## src/rtl/seq_multiplier.sv

```systemverilog
// Sequential shift-and-add multiplier, WIDTH x WIDTH -> 2*WIDTH, one partial product per clock.
// Signed operands are multiplied as magnitudes and the sign is applied in the final state.
module seq_multiplier #(
    parameter int WIDTH = 4
) (
    input  logic               clk,
    input  logic               reset_n,
    input  logic               start,
    input  logic               signed_mode,
    input  logic [WIDTH-1:0]   a,
    input  logic [WIDTH-1:0]   b,
    output logic               busy,
    output logic               done,
    output logic [2*WIDTH-1:0] product,
    output logic [1:0]         dbg_state
);

    localparam int PW  = 2 * WIDTH;
    localparam int CW  = $clog2(WIDTH);
    localparam int MSB = WIDTH - 1;

    // Handshake: start is accepted only when busy=0 (IDLE); while busy=1 start is
    // ignored, not queued. done pulses for one cycle when product becomes valid, and
    // product then holds until the next accepted start has run to completion.
    typedef enum logic [1:0] {
        S_IDLE = 2'd0,
        S_CALC = 2'd1,
        S_FIN  = 2'd2
    } state_t;

    state_t state;
    state_t state_nxt;

    logic [WIDTH-1:0] mcand;
    logic [WIDTH-1:0] mplier;
    logic [PW-1:0]    acc;
    logic [CW-1:0]    cnt;
    logic             neg;

    logic [WIDTH-1:0] a_mag;
    logic [WIDTH-1:0] b_mag;
    logic             last_iter;

    // -2^(WIDTH-1) negates to itself, which read unsigned is exactly its magnitude.
    assign a_mag     = (signed_mode && a[MSB]) ? (~a + WIDTH'(1)) : a;
    assign b_mag     = (signed_mode && b[MSB]) ? (~b + WIDTH'(1)) : b;
    assign last_iter = (cnt == CW'(WIDTH - 1));

    always_ff @(posedge clk or negedge reset_n) begin
        if (!reset_n) begin
            state <= S_IDLE;
        end else begin
            state <= state_nxt;
        end
    end

    always_comb begin
        state_nxt = state;
        case (state)
            S_IDLE:  if (start) state_nxt = S_CALC;
            S_CALC:  if (last_iter) state_nxt = S_FIN;
            S_FIN:   state_nxt = S_IDLE;
            default: state_nxt = S_IDLE;
        endcase
    end

    always_comb begin
        busy      = (state == S_CALC) || (state == S_FIN);
        dbg_state = state;
    end

    always_ff @(posedge clk or negedge reset_n) begin
        if (!reset_n) begin
            mcand   <= '0;
            mplier  <= '0;
            acc     <= '0;
            cnt     <= '0;
            neg     <= 1'b0;
            product <= '0;
            done    <= 1'b0;
        end else begin
            done <= 1'b0;
            case (state)
                S_IDLE: begin
                    if (start) begin
                        mcand  <= a_mag;
                        mplier <= b_mag;
                        neg    <= signed_mode & (a[MSB] ^ b[MSB]);
                        acc    <= '0;
                        cnt    <= '0;
                    end
                end
                S_CALC: begin
                    if (mplier[0]) begin
                        acc <= acc + (PW'(mcand) << cnt);
                    end
                    mplier <= mplier >> 1;
                    cnt    <= cnt + CW'(1);
                end
                S_FIN: begin
                    product <= neg ? (~acc + PW'(1)) : acc;
                    done    <= 1'b1;
                end
                default: ;
            endcase
        end
    end

endmodule
```

## config.mk

```make
export PLATFORM = sky130hd
export DESIGN_NAME = seq_multiplier
export DESIGN_NICKNAME = d
export VERILOG_FILES = /design/src/rtl/seq_multiplier.sv
export SDC_FILE = /design/constraint.sdc
export NUM_CORES = 1
export LEC_CHECK = 0
export ABC_AREA = 1
export CORE_AREA = 10 10 70 72
export DETAILED_ROUTE_END_ITERATION = 16
export DIE_AREA = 0 0 80 82
export PLACE_DENSITY = 0.73
export RECOVER_POWER = 50
export SYNTH_ARGS = -nofsm -noshare
export SYNTH_HDL_FRONTEND = slang
export SYNTH_SLANG_ARGS = --single-unit
```

## constraint.sdc

```tcl
create_clock -name clk -period 2.1 [get_ports clk]
set_clock_uncertainty 0.05 [all_clocks]
set_input_delay 0.21 -clock clk [delete_from_list [all_inputs] [get_ports clk]]
set_output_delay 0.21 -clock clk [all_outputs]
set_load 0.01 [all_outputs]
```

Word-level counts from Yosys, hierarchy flattened. Index checks and enable logic that the tools add are counted. W data, S select, Z words.

Memory bits (read-only): 0. Register bits after elaboration: 30. Input bits: 12. Memories kept: 0. RAM bits: 0. Bits in latches: 0.

$lt $le $gt $ge: 0. Add/sub/neg operators: 5. Divide/modulo/power cells: 0. Eq/ne operators: 6. Shift-type cells: 1. Reduce and logical (&&, ||, !) cells: 9. Bitwise gates (word level): 5. Muxes and demuxes: 14. Multipliers: 0.

Operators with widths (count): $mux W8 (3); $pmux W8 S2 (1); $mux W4 (3); $add A4 B1 Y4 const B (2); $add A8 B1 Y8 const B (1); $add A8 B8 Y8 (1); $not A4 Y4 (2); $not A8 Y8 (1); $pmux W2 S2 (2); $pmux W4 S2 (1); $shl A4 B2 Y8 (1); $mux W2 (3); $ne A2 B2 Y1 const B (3); $reduce_and A2 Y1 (3); $eq A2 B2 Y1 const B (2); $reduce_and A3 Y1 (1); $add A2 B1 Y2 const B (1); $eq A2 B1 Y1 const B (1); $logic_and A1 B1 Y1 (2); $logic_not A2 Y1 (1); $reduce_bool A2 Y1 (1); $and A1 B1 Y1 (1); $logic_or A1 B1 Y1 (1); $mux W1 (1); $xor A1 B1 Y1 (1).

Longest topological paths before layout. Gate-level depths: netlist of run 1.

Word-level depth: 5. Gate-level depth with buffers: 12.

Worst setup path after synthesis of run 1. Ideal clock, no wire load.

Path kind: register to register. From: reg cnt[0]. To: reg acc[6]. Setup slack: 313 ps. Data required time: 1933 ps. Stages on the path, launching flop included: 12. Arrival: 1619 ps. Library setup time: 117 ps. Buffers on the path: 0. Cells stage by stage: dfrtp_1 -> inv_1 -> nand2_1 -> o21ai_0 -> nor2_1 -> fa_1 -> nand3_1 -> nand2_1 -> nand2_1 -> nand3b_1 -> nand3_1 -> nand2_1.

Longest elaborated chain between the ends: 4.

Ends and longest elaborated chain: from (decl) (line 37) `logic [CW-1:0] cnt;`; from (signal assigned) (line 98) `cnt <= cnt + CW'(1);`; $shl A4 B2 Y8 (line 95) `acc <= acc + (PW'(mcand) << cnt);`; $add A8 B8 Y8 (line 95); $mux W8 (line 94) `if (mplier[0]) begin`; $pmux W8 S2 (line 83) `case (state)`; to (signal assigned) (line 95); to (decl) (line 36) `logic [PW-1:0] acc;`.

Every way passes these cells. The select of a mux whose other input is x is not followed. A chain may end at the register's enable or synchronous reset.

Worst setup path after layout of run 1. Ends and elaborated chain as after synthesis.

==> results of run 1 <==
## cells by family after synthesis
family	Yosys count
AND/OR/NAND/NOR	101
XOR/XNOR	9
buffers and inverters	34
flip-flops	30
adder cells (fa/ha/maj)	15
multiplexers	1
AO/OA/AOI/OAI	46
## power breakdown
| group | switching [mW] | internal [mW] |
|---|---|---|
| clock network | 0.203 | 0.162 |
| registers | 0.218 | 0.822 |
| logic | 0.972 | 0.764 |
## state kept, by name, indices dropped and copies added, names as in the netlist
register,flops
acc,8
product,8
mcand,4
mplier,4
cnt,2
dbg_state,2
done,1
neg,1
## metrics by stage
step / util / cell area (um2) / setup WS, ps / total power, mW / instances
after floorplan: - / 1870 / 313 / 2.21 / 236
final: 0.628 / 2250 / 112 / 3.14 / 317
after global routing: 0.628 / 2250 / 1.91 / 3.48 / 317
after CTS: 0.622 / 2230 / 102 / 3.14 / 315
after global placement: 0.606 / 2170 / 161 / 2.74 / 307
after detailed placement: 0.606 / 2170 / 136 / 2.77 / 307
## cells in the mapped netlist, types with 2 or more instances
| library cell | number |
|---|---|
| sky130_fd_sc_hd__o211ai_1 | 2 |
| sky130_fd_sc_hd__nand4_1 | 2 |
| sky130_fd_sc_hd__a21oi_1 | 10 |
| sky130_fd_sc_hd__ha_1 | 14 |
| sky130_fd_sc_hd__clkbuf_1 | 2 |
| sky130_fd_sc_hd__nand3b_1 | 2 |
| sky130_fd_sc_hd__o21ai_2 | 2 |
| sky130_fd_sc_hd__nand2_2 | 2 |
| sky130_fd_sc_hd__nand3_1 | 17 |
| sky130_fd_sc_hd__nor3_1 | 2 |
| sky130_fd_sc_hd__xnor2_1 | 4 |
| sky130_fd_sc_hd__dfrtp_1 | 30 |
| sky130_fd_sc_hd__xor2_1 | 5 |
| sky130_fd_sc_hd__o22ai_1 | 2 |
| sky130_fd_sc_hd__inv_1 | 30 |
| sky130_fd_sc_hd__nor2_1 | 14 |
| sky130_fd_sc_hd__nand2_1 | 60 |
| sky130_fd_sc_hd__o21ai_0 | 25 |
| sky130_fd_sc_hd__o21ai_4 | 2 |
## cell usage in the layout (no fill, tap or decap), types with 2 or more instances in the layout
master and instances:
sky130_fd_sc_hd__a21oi_1 9, sky130_fd_sc_hd__buf_4 3, sky130_fd_sc_hd__clkbuf_4 5, sky130_fd_sc_hd__clkdlybuf4s50_1 22
sky130_fd_sc_hd__dfrtp_1 29, sky130_fd_sc_hd__ha_1 14, sky130_fd_sc_hd__inv_1 29, sky130_fd_sc_hd__inv_2 2
sky130_fd_sc_hd__nand2_1 61, sky130_fd_sc_hd__nand3_1 16, sky130_fd_sc_hd__nand3b_1 2, sky130_fd_sc_hd__nand4_1 2
sky130_fd_sc_hd__nor2_1 14, sky130_fd_sc_hd__nor3_1 2, sky130_fd_sc_hd__o211ai_1 2, sky130_fd_sc_hd__o21ai_0 23
sky130_fd_sc_hd__o21ai_1 2, sky130_fd_sc_hd__o21ai_2 2, sky130_fd_sc_hd__o21ai_4 2, sky130_fd_sc_hd__o22ai_1 2
sky130_fd_sc_hd__xnor2_1 4, sky130_fd_sc_hd__xor2_1 5
## per-layer routing
metal | track usage | vias up | part of all wire
met4 | 0.0581 | 0 | 0.019
met1 | 0.149 | 743 | 0.43
met3 | 0.0393 | 9 | 0.052
met5 | 0 | - | 0
li1 | - | 839 | -
met2 | 0.220 | 32 | 0.49
## area by class of cell
type	count	area share
multi-input combinational	172	0.443
sequential	30	0.335
timing repair buffer	27	0.115
tap	48	0.0267
clock inverter	1	0.00223
clock buffer	7	0.0245
inverter	32	0.0546
## what timing repair did
| action | CTS | global route |
|---|---|---|
| setup buffers | 0 | 2 |
| gates resized for setup | 0 | 6 |
| endpoints found under the setup margin | 0 | 4 |
## worst reg2reg max path: stages (launching register included)
cell and delay [ps]:
sky130_fd_sc_hd__dfrtp_1 430, sky130_fd_sc_hd__inv_2 90, sky130_fd_sc_hd__buf_4 150, sky130_fd_sc_hd__nand2_1 50, sky130_fd_sc_hd__nor2_1 40, sky130_fd_sc_hd__ha_1 210, sky130_fd_sc_hd__fa_1 410, sky130_fd_sc_hd__nand3_1 90
sky130_fd_sc_hd__nand2_1 80, sky130_fd_sc_hd__nand2_1 90, sky130_fd_sc_hd__nand3b_1 80, sky130_fd_sc_hd__nand3_1 90, sky130_fd_sc_hd__nand2_1 50
## how the worst max path moves through the flow
stage,startpoint,endpoint,slack (ps),depth (start not counted)
after global placement,cnt[0],acc[7],160,11
after floorplan,cnt[0],acc[6],310,11
final,cnt[0],acc[6],110,12
after detailed placement,cnt[0],acc[7],140,11
after global routing,cnt[0],acc[6],2,12
after CTS,cnt[0],acc[7],100,11
==> results.json, run 1 <==
{
  "critical_path.slowest_cell": "sky130_fd_sc_hd__dfrtp_1",
  "fin_hold_ws_ps": 402,
  "worst_r2r_path_depth": 12,
  "critical_path.reg2reg.startpoint": "cnt[0]",
  "async_flop_share": 1.00,
  "path_max_fanout": 7,
  "worst_ep_required_time_ps": 2290,
  "worstPathBufferInverterCount": 2,
  "cts.htree.levels": 2,
  "worstSetupPathType": "reg -> reg",
  "synth-seq-cells": 30,
  "design.core.area_um2": 3580,
  "synthesis.instances": 236,
  "syn-num-nets": 263,
  "buffers_on_ports": 23,
  "detail_route.iter0.violations": 68,
  "max_freq_mhz": 503,
  "yosys.area_share.xor_xnor": 0.0422,
  "setup_viol_count_final": 0,
  "clkLatencyLatePin_ps": 340,
  "cts_inserted_buffers": 5,
  "worst_flop_to_flop_path_endpoint": "acc[6]",
  "timing.final.crit_period_ps": 1990,
  "floorplan.die.height_um": 82,
  "yosys_warnings": 0,
  "wl_um": 3910,
  "dr_total_vias": 1623,
  "io_pins": 24,
  "dpl.hpwl_um": 3070,
  "number_of_inserted_filler_cells_in_the_final_layout": 341,
  "grt.total_usage": 0.130,
  "critical_path.max_stage_delay_ps": 430,
  "clkTransAtPathRegs_ps": 100,
  "synth-compound-area-share": 0.147,
  "syn_avg_cell_area_um2": 7.92,
  "drt_pre_antenna_iters": 4,
  "synth_top_area_frac": 0.402,
  "cts_tree": "yes",
  "post_cts_hold_buffer_count": 0,
  "synth_top_family_by_area": "simple AND/OR/NAND/NOR gates",
  "library_cell_with_the_largest_summed_area_after_synthesis": "sky130_fd_sc_hd__dfrtp_1",
  "routedWlPerCell_um": 12.3,
  "post_synth_and_or_nand_nor_area_fraction": 0.230,
  "relSlewSlack": 0.509,
  "first_global_vias": 1573,
  "path_cells": "inv_2 -> buf_4 -> nand2_1 -> nor2_1 -> ha_1 -> fa_1 -> nand3_1 -> nand2_1 -> nand2_1 -> nand3b_1 -> nand3_1 -> nand2_1",
  "yosysSeqAreaShare": 0.402,
  "critPathTopFamily": "adder cells",
  "final_antenna_net_count": 0,
  "synth_enable_flop_cells": 0,
  "setup-tns-final_ps": 0,
  "clk_root_buffer_cell": "sky130_fd_sc_hd__clkbuf_4",
  "worst_setup_path_end_kind": "register",
  "path_common_cell": "sky130_fd_sc_hd__nand2_1",
  "power_density_nw_per_um2": 1400,
  "grt_start_max_net_pins": 31,
  "mappedNetlistArea_um2": 1870,
  "critPathLaunchType": "register",
  "drv.max_cap_violation_count": 0,
  "leakagePower_nw": 1.15,
  "number_of_distinct_standard_cells_referenced_by_the_synthesized_netlist": 28,
  "yosys_most_used_dff": "sky130_fd_sc_hd__dfrtp_1",
  "timing.final.crit_share": 0.947,
  "grt_overflow_total": 0,
  "run_status": "finished, final reports clean",
  "syn2layout_area_growth_pct": 20.2,
  "num_antenna_cells": 0,
  "synth_area_in_adders": 0.104,
  "dr_drc_count": 0,
  "drive_above_1_share": 0.0892,
  "grt_antenna_before_repair": 0,
  "gp_congestion": 0.888,
  "rsz0062_at_grt": "no",
  "clock_net_sink_count": 30,
  "critical_path_arrival_ps": 2180,
  "core.rowCount": 22,
  "cts_max_path_buffers": 2,
  "netlist_top_cells_area": "sky130_fd_sc_hd__dfrtp_1 (40%), sky130_fd_sc_hd__nand2_1 (12%), sky130_fd_sc_hd__ha_1 (9.4%)",
  "floorplan_die_area_um2": 6560,
  "timing.final.max_slew_violations": 0,
  "yosys-mux-area-fraction": 0.00535,
  "hold_violations": 0,
  "fp.dieW_um": 80,
  "hold_class": "in -> async",
  "vdd_drop_max_mv": 0.586,
  "worst_slew_pin_tran_ps": 736,
  "r2r_slack_ps": 110,
  "grt_pass1_wl_um": 6800,
  "post_layout_nets": 295,
  "ratio_of_routed_vias_to_standard_cells": 5.12,
  "start_util": 0.522,
  "sequential_cell_area_um2": 752,
  "multiInputGateArea_um2": 995
}
Note: power is estimated with default switching activity, not from simulation.
==> inputs of run 2 (changes only) <==
==> constraint.sdc (replaced) <==
create_clock -name clk -period 2.1 [get_ports clk]
set_clock_uncertainty 0.05 [all_clocks]
set_input_delay 0.525 -clock clk [delete_from_list [all_inputs] [get_ports clk]]
set_output_delay 0.525 -clock clk [all_outputs]
set_load 0.01 [all_outputs]
==> run 2 against run 1 <==
  * Clock-buffer cell count is 2 lower
  * Routed wire length is 1.1% higher
  * Power is 2.9% higher
  * Critical path type is now reg -> out
  * Critical endpoint is now dbg_state[1]
==> results.json, run 2 (same netlist as run 1, synthesis figures left out) <==
{
  "num_antenna_cells": 0,
  "run_status": "finished, final reports clean",
  "ratio_of_routed_vias_to_standard_cells": 5.15,
  "path_cells": "clkbuf_1 -> clkdlybuf4s50_1",
  "hold_violations": 0,
  "setup-tns-final_ps": 0,
  "finish.cell_count_without_fillers": 318,
  "mostFrequentLayoutCell": "sky130_fd_sc_hd__nand2_1",
  "wl_um": 3950,
  "cts.htree.levels": 2,
  "drt_pre_antenna_iters": 4,
  "worst_ep_required_time_ps": 1520,
  "setup_slack_of_the_critical_path_after_layout_ps": 102,
  "critPathLaunchType": "register",
  "timing.final.max_slew_violations": 0,
  "fin_hold_ws_ps": 442,
  "critical_path.max_stage_delay_ps": 560,
  "rsz0062_at_grt": "no",
  "grt_pass1_wl_um": 6580,
  "floorplan.die.height_um": 82,
  "fp.dieW_um": 80,
  "clk_root_buffer_cell": "sky130_fd_sc_hd__clkbuf_4",
  "timing.final.crit_share": 0.952,
  "number_of_inserted_filler_cells_in_the_final_layout": 340,
  "timing.final.crit_period_ps": 2000,
  "grt.total_usage": 0.126,
  "grt_start_max_net_pins": 31,
  "io_pins": 24,
  "dr_total_vias": 1639,
  "critical_path.slowest_cell": "sky130_fd_sc_hd__clkdlybuf4s50_1",
  "final_antenna_net_count": 0,
  "floorplan_die_area_um2": 6560,
  "clock_net_sink_count": 30,
  "drive_above_1_share": 0.0889,
  "worst_setup_path_end_kind": "primary output",
  "setup_viol_count_final": 0,
  "worst_slew_pin_tran_ps": 758,
  "dr_drc_count": 0,
  "routedWlPerCell_um": 12.4,
  "gp_congestion": 0.883,
  "leakagePower_nw": 1.16,
  "vdd_drop_max_mv": 0.549,
  "worstPathBufferInverterCount": 2,
  "buffers_on_ports": 23,
  "syn2layout_area_growth_pct": 20.8,
  "grt_overflow_total": 0,
  "dpl.cell_count": 308,
  "largestRegisters": "acc (8), product (8)",
  "preCtsSetupSlack_ps": 137,
  "cts_inserted_buffers": 5,
  "design.core.area_um2": 3580,
  "relSlewSlack": 0.495,
  "start_util": 0.522,
  "cts_max_path_buffers": 2,
  "post_layout_nets": 296,
  "critical_path_arrival_ps": 1420,
  "final_cell_mix": "sky130_fd_sc_hd__nand2_1 (61), sky130_fd_sc_hd__dfrtp_1 (29), sky130_fd_sc_hd__inv_1 (28), sky130_fd_sc_hd__o21ai_0 (22), sky130_fd_sc_hd__clkdlybuf4s50_1 (21)",
  "max_freq_mhz": 500,
  "path_max_fanout": 3,
  "worstSetupPathType": "reg -> out",
  "detail_route.iter0.violations": 56,
  "power_density_nw_per_um2": 1430,
  "first_global_vias": 1494,
  "cts_tree": "yes",
  "clkTransAtPathRegs_ps": 100,
  "core.rowCount": 22,
  "drv.max_cap_violation_count": 0,
  "hold_class": "reg -> reg",
  "critPathTopFamily": "buffers and inverters",
  "dpl.hpwl_um": 3120,
  "clkLatencyLatePin_ps": 340,
  "grt_antenna_before_repair": 0
}
[run 2: changes by cell type in the layout (fill, tap and decap cells not counted), sizes merged]
cell           change
bufinv             +1
clkbuf             -1
clkdlybuf4s50      -1
clkinv             +1
dlygate4sd2        +1
[run 2: worst reg2reg max path, cell delays in order (launching register included)]
cell                      delay, ps
sky130_fd_sc_hd__dfrtp_1        400
sky130_fd_sc_hd__inv_1           80
sky130_fd_sc_hd__ha_1           340
sky130_fd_sc_hd__inv_4          130
sky130_fd_sc_hd__o21ai_4        270
sky130_fd_sc_hd__o21ai_4        160
sky130_fd_sc_hd__nor2_4         210
sky130_fd_sc_hd__inv_2           70
sky130_fd_sc_hd__o22ai_1        130
[run 2: final timing paths]
kind / cells after the start / from / slack [ps] / endpoint
max: 2 / dbg_state[1] / 100 / dbg_state[1]
min: 2 / product[3] / 440 / product[3]
max reg2reg: 8 / dbg_state[1] / 180 / acc[2]
min reg2reg: 2 / product[3] / 440 / product[3]
max in group asynchronous: 2 / reset_n / 760 / cnt[1]
min in group asynchronous: 2 / reset_n / 720 / acc[3]
[run 2: timing repair]
action | 4_1_cts | 5_1_grt
hold buffers | 0 | 0
endpoints found under the setup margin | 1 | 2
gates resized for setup | 1 | 6
buffers inserted | 2 | 0
[run 2: per-stage QoR]
| stage | power (mW) | util | cell area (um2) |
|---|---|---|---|
| 4_1_cts | 3.27 | 0.633 | 2270 |
| 6_report | 3.23 | 0.631 | 2260 |
| 2_1_floorplan | 2.21 | - | 1870 |
| 3_3_place_gp | 2.74 | 0.608 | 2170 |
| 5_1_grt | 3.53 | 0.631 | 2260 |
| 3_5_place_dp | 2.79 | 0.608 | 2170 |
[run 2: area by class of cell]
| class | instances | area, um2 | area share |
|---|---|---|---|
| multi-input cells | 172 | 986 | 0.437 |
| clock buffers | 5 | 37.5 | 0.0166 |
| flip-flops and latches | 30 | 752 | 0.333 |
| inverters | 32 | 123 | 0.0543 |
| clock inverters | 3 | 40.0 | 0.0177 |
| well taps | 48 | 60.1 | 0.0266 |
| repair buffers | 28 | 260 | 0.115 |
[run 2: where the power goes]
group / total (mW) / switching (mW) / internal, mW / leakage (nW)
Combinational: 1.74 / 0.996 / 0.744 / 0.722
Clock: 0.456 / 0.210 / 0.246 / 0.0450
Sequential: 1.03 / 0.213 / 0.821 / 0.390
Total: 3.23 / 1.42 / 1.81 / 1.16
[run 2: routing by layer]
layer  up-vias  wire length [um]  GRT usage
met5         -                 0          0
met4         0                76     0.0493
met3         7               210     0.0437
met2        36              1950      0.223
met1       748              1710      0.136
li1        848                 -          -
==> inputs of run 3 (changes only) <==
Settings changed: CORE_AREA 10 10 70 72 to 10 10 75 77, CTS_CLUSTER_DIAMETER set to 30, DIE_AREA 0 0 80 82 to 0 0 85 87, PLACE_DENSITY 0.73 to 0.63, SLEW_MARGIN set to 10.
==> run 3 against run 2 <==
  * Final area up 0.11%
  * Sequential power about the same
  * Critical path type unchanged
  * Die area increased by 13%
  * Maximum frequency is 4.0% higher
  * Clock power barely moved
  * Power decreased by 0.87%
  * Via count fell by 3.8%
  * Routed wire length grew 3.0%
  * Combinational power is essentially flat
  * Worst hold slack worse by 17 ps
  * Critical path depth unchanged
  * Cell count stayed put
==> results.json, run 3 (same netlist as run 1, synthesis figures left out) <==
{
  "timing.final.max_slew_violations": 0,
  "critPathLaunchType": "register",
  "worst_r2r_path_depth": 11,
  "met3WireLength_um": 227,
  "sequential_cell_area_um2": 752,
  "timing.final.crit_share": 0.915,
  "hold_violations": 0,
  "ratio_of_routed_vias_to_standard_cells": 4.96,
  "fp.dieW_um": 85,
  "r2r_slack_ps": 180,
  "path_max_fanout": 3,
  "power_density_nw_per_um2": 1420,
  "grt.total_usage": 0.118,
  "max_freq_mhz": 521,
  "power_switching_share": 0.438,
  "critical_path.slowest_cell": "sky130_fd_sc_hd__clkdlybuf4s50_1",
  "grt_overflow_total": 0,
  "final_antenna_net_count": 0,
  "grt_start_max_net_pins": 31,
  "hold_path_depth": 2,
  "vdd_drop_max_mv": 0.430,
  "relSlewSlack": 0.497,
  "rsz0062_at_grt": "no",
  "wl_um": 4070,
  "design_power_total_mw": 3.20,
  "floorplan_die_area_um2": 7400,
  "grt_pass1_wl_um": 7160,
  "critical_path.reg2reg.startpoint": "cnt[0]",
  "largestRegisters": "acc (8), product (8)",
  "num_antenna_cells": 0,
  "final_cell_mix": "sky130_fd_sc_hd__nand2_1 (61), sky130_fd_sc_hd__dfrtp_1 (29), sky130_fd_sc_hd__inv_1 (28), sky130_fd_sc_hd__o21ai_0 (23), sky130_fd_sc_hd__clkdlybuf4s50_1 (21)",
  "critical_path_arrival_ps": 1350,
  "stdcell_area_um2": 2260,
  "power.share.clock": 0.143,
  "setup-tns-final_ps": 0,
  "power_switching_mw": 1.40,
  "path_cells": "clkbuf_1 -> clkdlybuf4s50_1",
  "gp_congestion": 0.831,
  "worstSetupPathType": "reg -> out",
  "syn2layout_area_growth_pct": 21.0,
  "first_global_vias": 1635,
  "dr_drc_count": 0,
  "clk_root_buffer_cell": "sky130_fd_sc_hd__clkbuf_8",
  "post_cts_hold_buffer_count": 0,
  "hold_path.startpoint": "product[6]",
  "worst_flop_to_flop_path_endpoint": "acc[7]",
  "start_util": 0.441,
  "critical_path.max_stage_delay_ps": 560,
  "hold_class": "reg -> reg",
  "clock_net_sink_count": 30,
  "critPathTopFamily": "buffers and inverters",
  "dpl.hpwl_um": 3100,
  "cts_inserted_buffers": 5,
  "met2WireLength_um": 1900,
  "core.rowCount": 24,
  "multiInputGateArea_um2": 991,
  "worst_slew_pin_tran_ps": 755,
  "placement.cell_area_um2": 2170,
  "design.core.area_um2": 4230,
  "io_pins": 24,
  "whs_endpoint": "product[6]",
  "timing.final.crit_period_ps": 1920,
  "cts.htree.levels": 2,
  "setup_viol_count_final": 0,
  "worst_setup_path_end_kind": "primary output",
  "drt_pre_antenna_iters": 4,
  "power_report.internal_total_mw": 1.80,
  "dr_total_vias": 1576,
  "worst_ep_required_time_ps": 1520,
  "buffers_on_ports": 23,
  "grt_antenna_before_repair": 0,
  "clkLatencyLatePin_ps": 280,
  "drive_above_1_share": 0.0789,
  "cts_max_path_buffers": 2,
  "detail_route.iter0.violations": 80,
  "seq_power_share": 0.323,
  "number_of_inserted_filler_cells_in_the_final_layout": 413,
  "mostFrequentLayoutCell": "sky130_fd_sc_hd__nand2_1",
  "clkTransAtPathRegs_ps": 60,
  "post_layout_nets": 294,
  "drt-met1-wl_um": 1840,
  "combinationalPowerShare": 0.534,
  "maxUsedRoutingLayer": "met4",
  "floorplan.die.height_um": 87,
  "cts_tree": "yes",
  "run_status": "finished, final reports clean",
  "worstPathBufferInverterCount": 2,
  "routedWlPerCell_um": 12.8,
  "drv.max_cap_violation_count": 0,
  "leakagePower_nw": 1.14
}
-- run 3: changes by cell type in the layout (fill, tap and decap cells not counted), sizes merged --
cell    change
buf         -2
bufinv      -1
clkbuf      +1
clkinv      -2
-- run 3: per-layer routing --
metal | vias up | global-route usage
met5 | - | 0
met4 | 0 | 0.0539
met3 | 9 | 0.0421
met2 | 34 | 0.196
met1 | 705 | 0.132
li1 | 828 | -
-- run 3: how the worst max path moves through the flow --
stage	from	end	slack, ps	cells after the start
2_1_floorplan	cnt[0]	acc[6]	310	11
3_3_place_gp	cnt[1]	acc[7]	140	9
3_5_place_dp	cnt[0]	acc[7]	130	11
4_1_cts	cnt[0]	acc[7]	110	11
5_1_grt	cnt[0]	acc[7]	4	11
6_report	dbg_state[1]	dbg_state[1]	180	2
-- run 3: final cells by class --
type	instances	share of cell area
inverters	32	0.0553
clock buffers	6	0.0365
multi-input cells	172	0.438
repair buffers	26	0.108
well taps	52	0.0288
flip-flops and latches	30	0.333
-- run 3: tightest hold or removal path, cell delays in order (launching register included) --
cell                      delay (ps)
sky130_fd_sc_hd__dfrtp_1         340
sky130_fd_sc_hd__nand2_1          50
sky130_fd_sc_hd__nand2_1          50
-- run 3: stage by stage --
stage | setup slack [ps] | utilization | cells | hold WS, ps
after floorplan | 313 | - | 236 | 179
after global placement | 142 | 0.513 | 311 | 412
after detailed placement | 127 | 0.513 | 311 | 415
after CTS | 111 | 0.534 | 318 | 432
after global routing | 4.24 | 0.534 | 318 | 453
final | 179 | 0.534 | 318 | 425
-- run 3: power groups by stage --
stage / Clock, mW / Combinational (mW) / Sequential, mW
floorplan: 0 / 1.18 / 1.03
global placement: 0 / 1.71 / 1.04
detailed placement: 0 / 1.73 / 1.04
CTS: 0.476 / 1.73 / 1.03
global route: 0.505 / 1.95 / 1.08
finish: 0.457 / 1.71 / 1.04
-- run 3: timing repair --
| item | in CTS | in global routing |
|---|---|---|
| endpoints found under the setup margin | 1 | 4 |
| gates resized for setup | 1 | 7 |
| buffers inserted | 1 | 0 |
| pin swaps | 0 | 1 |
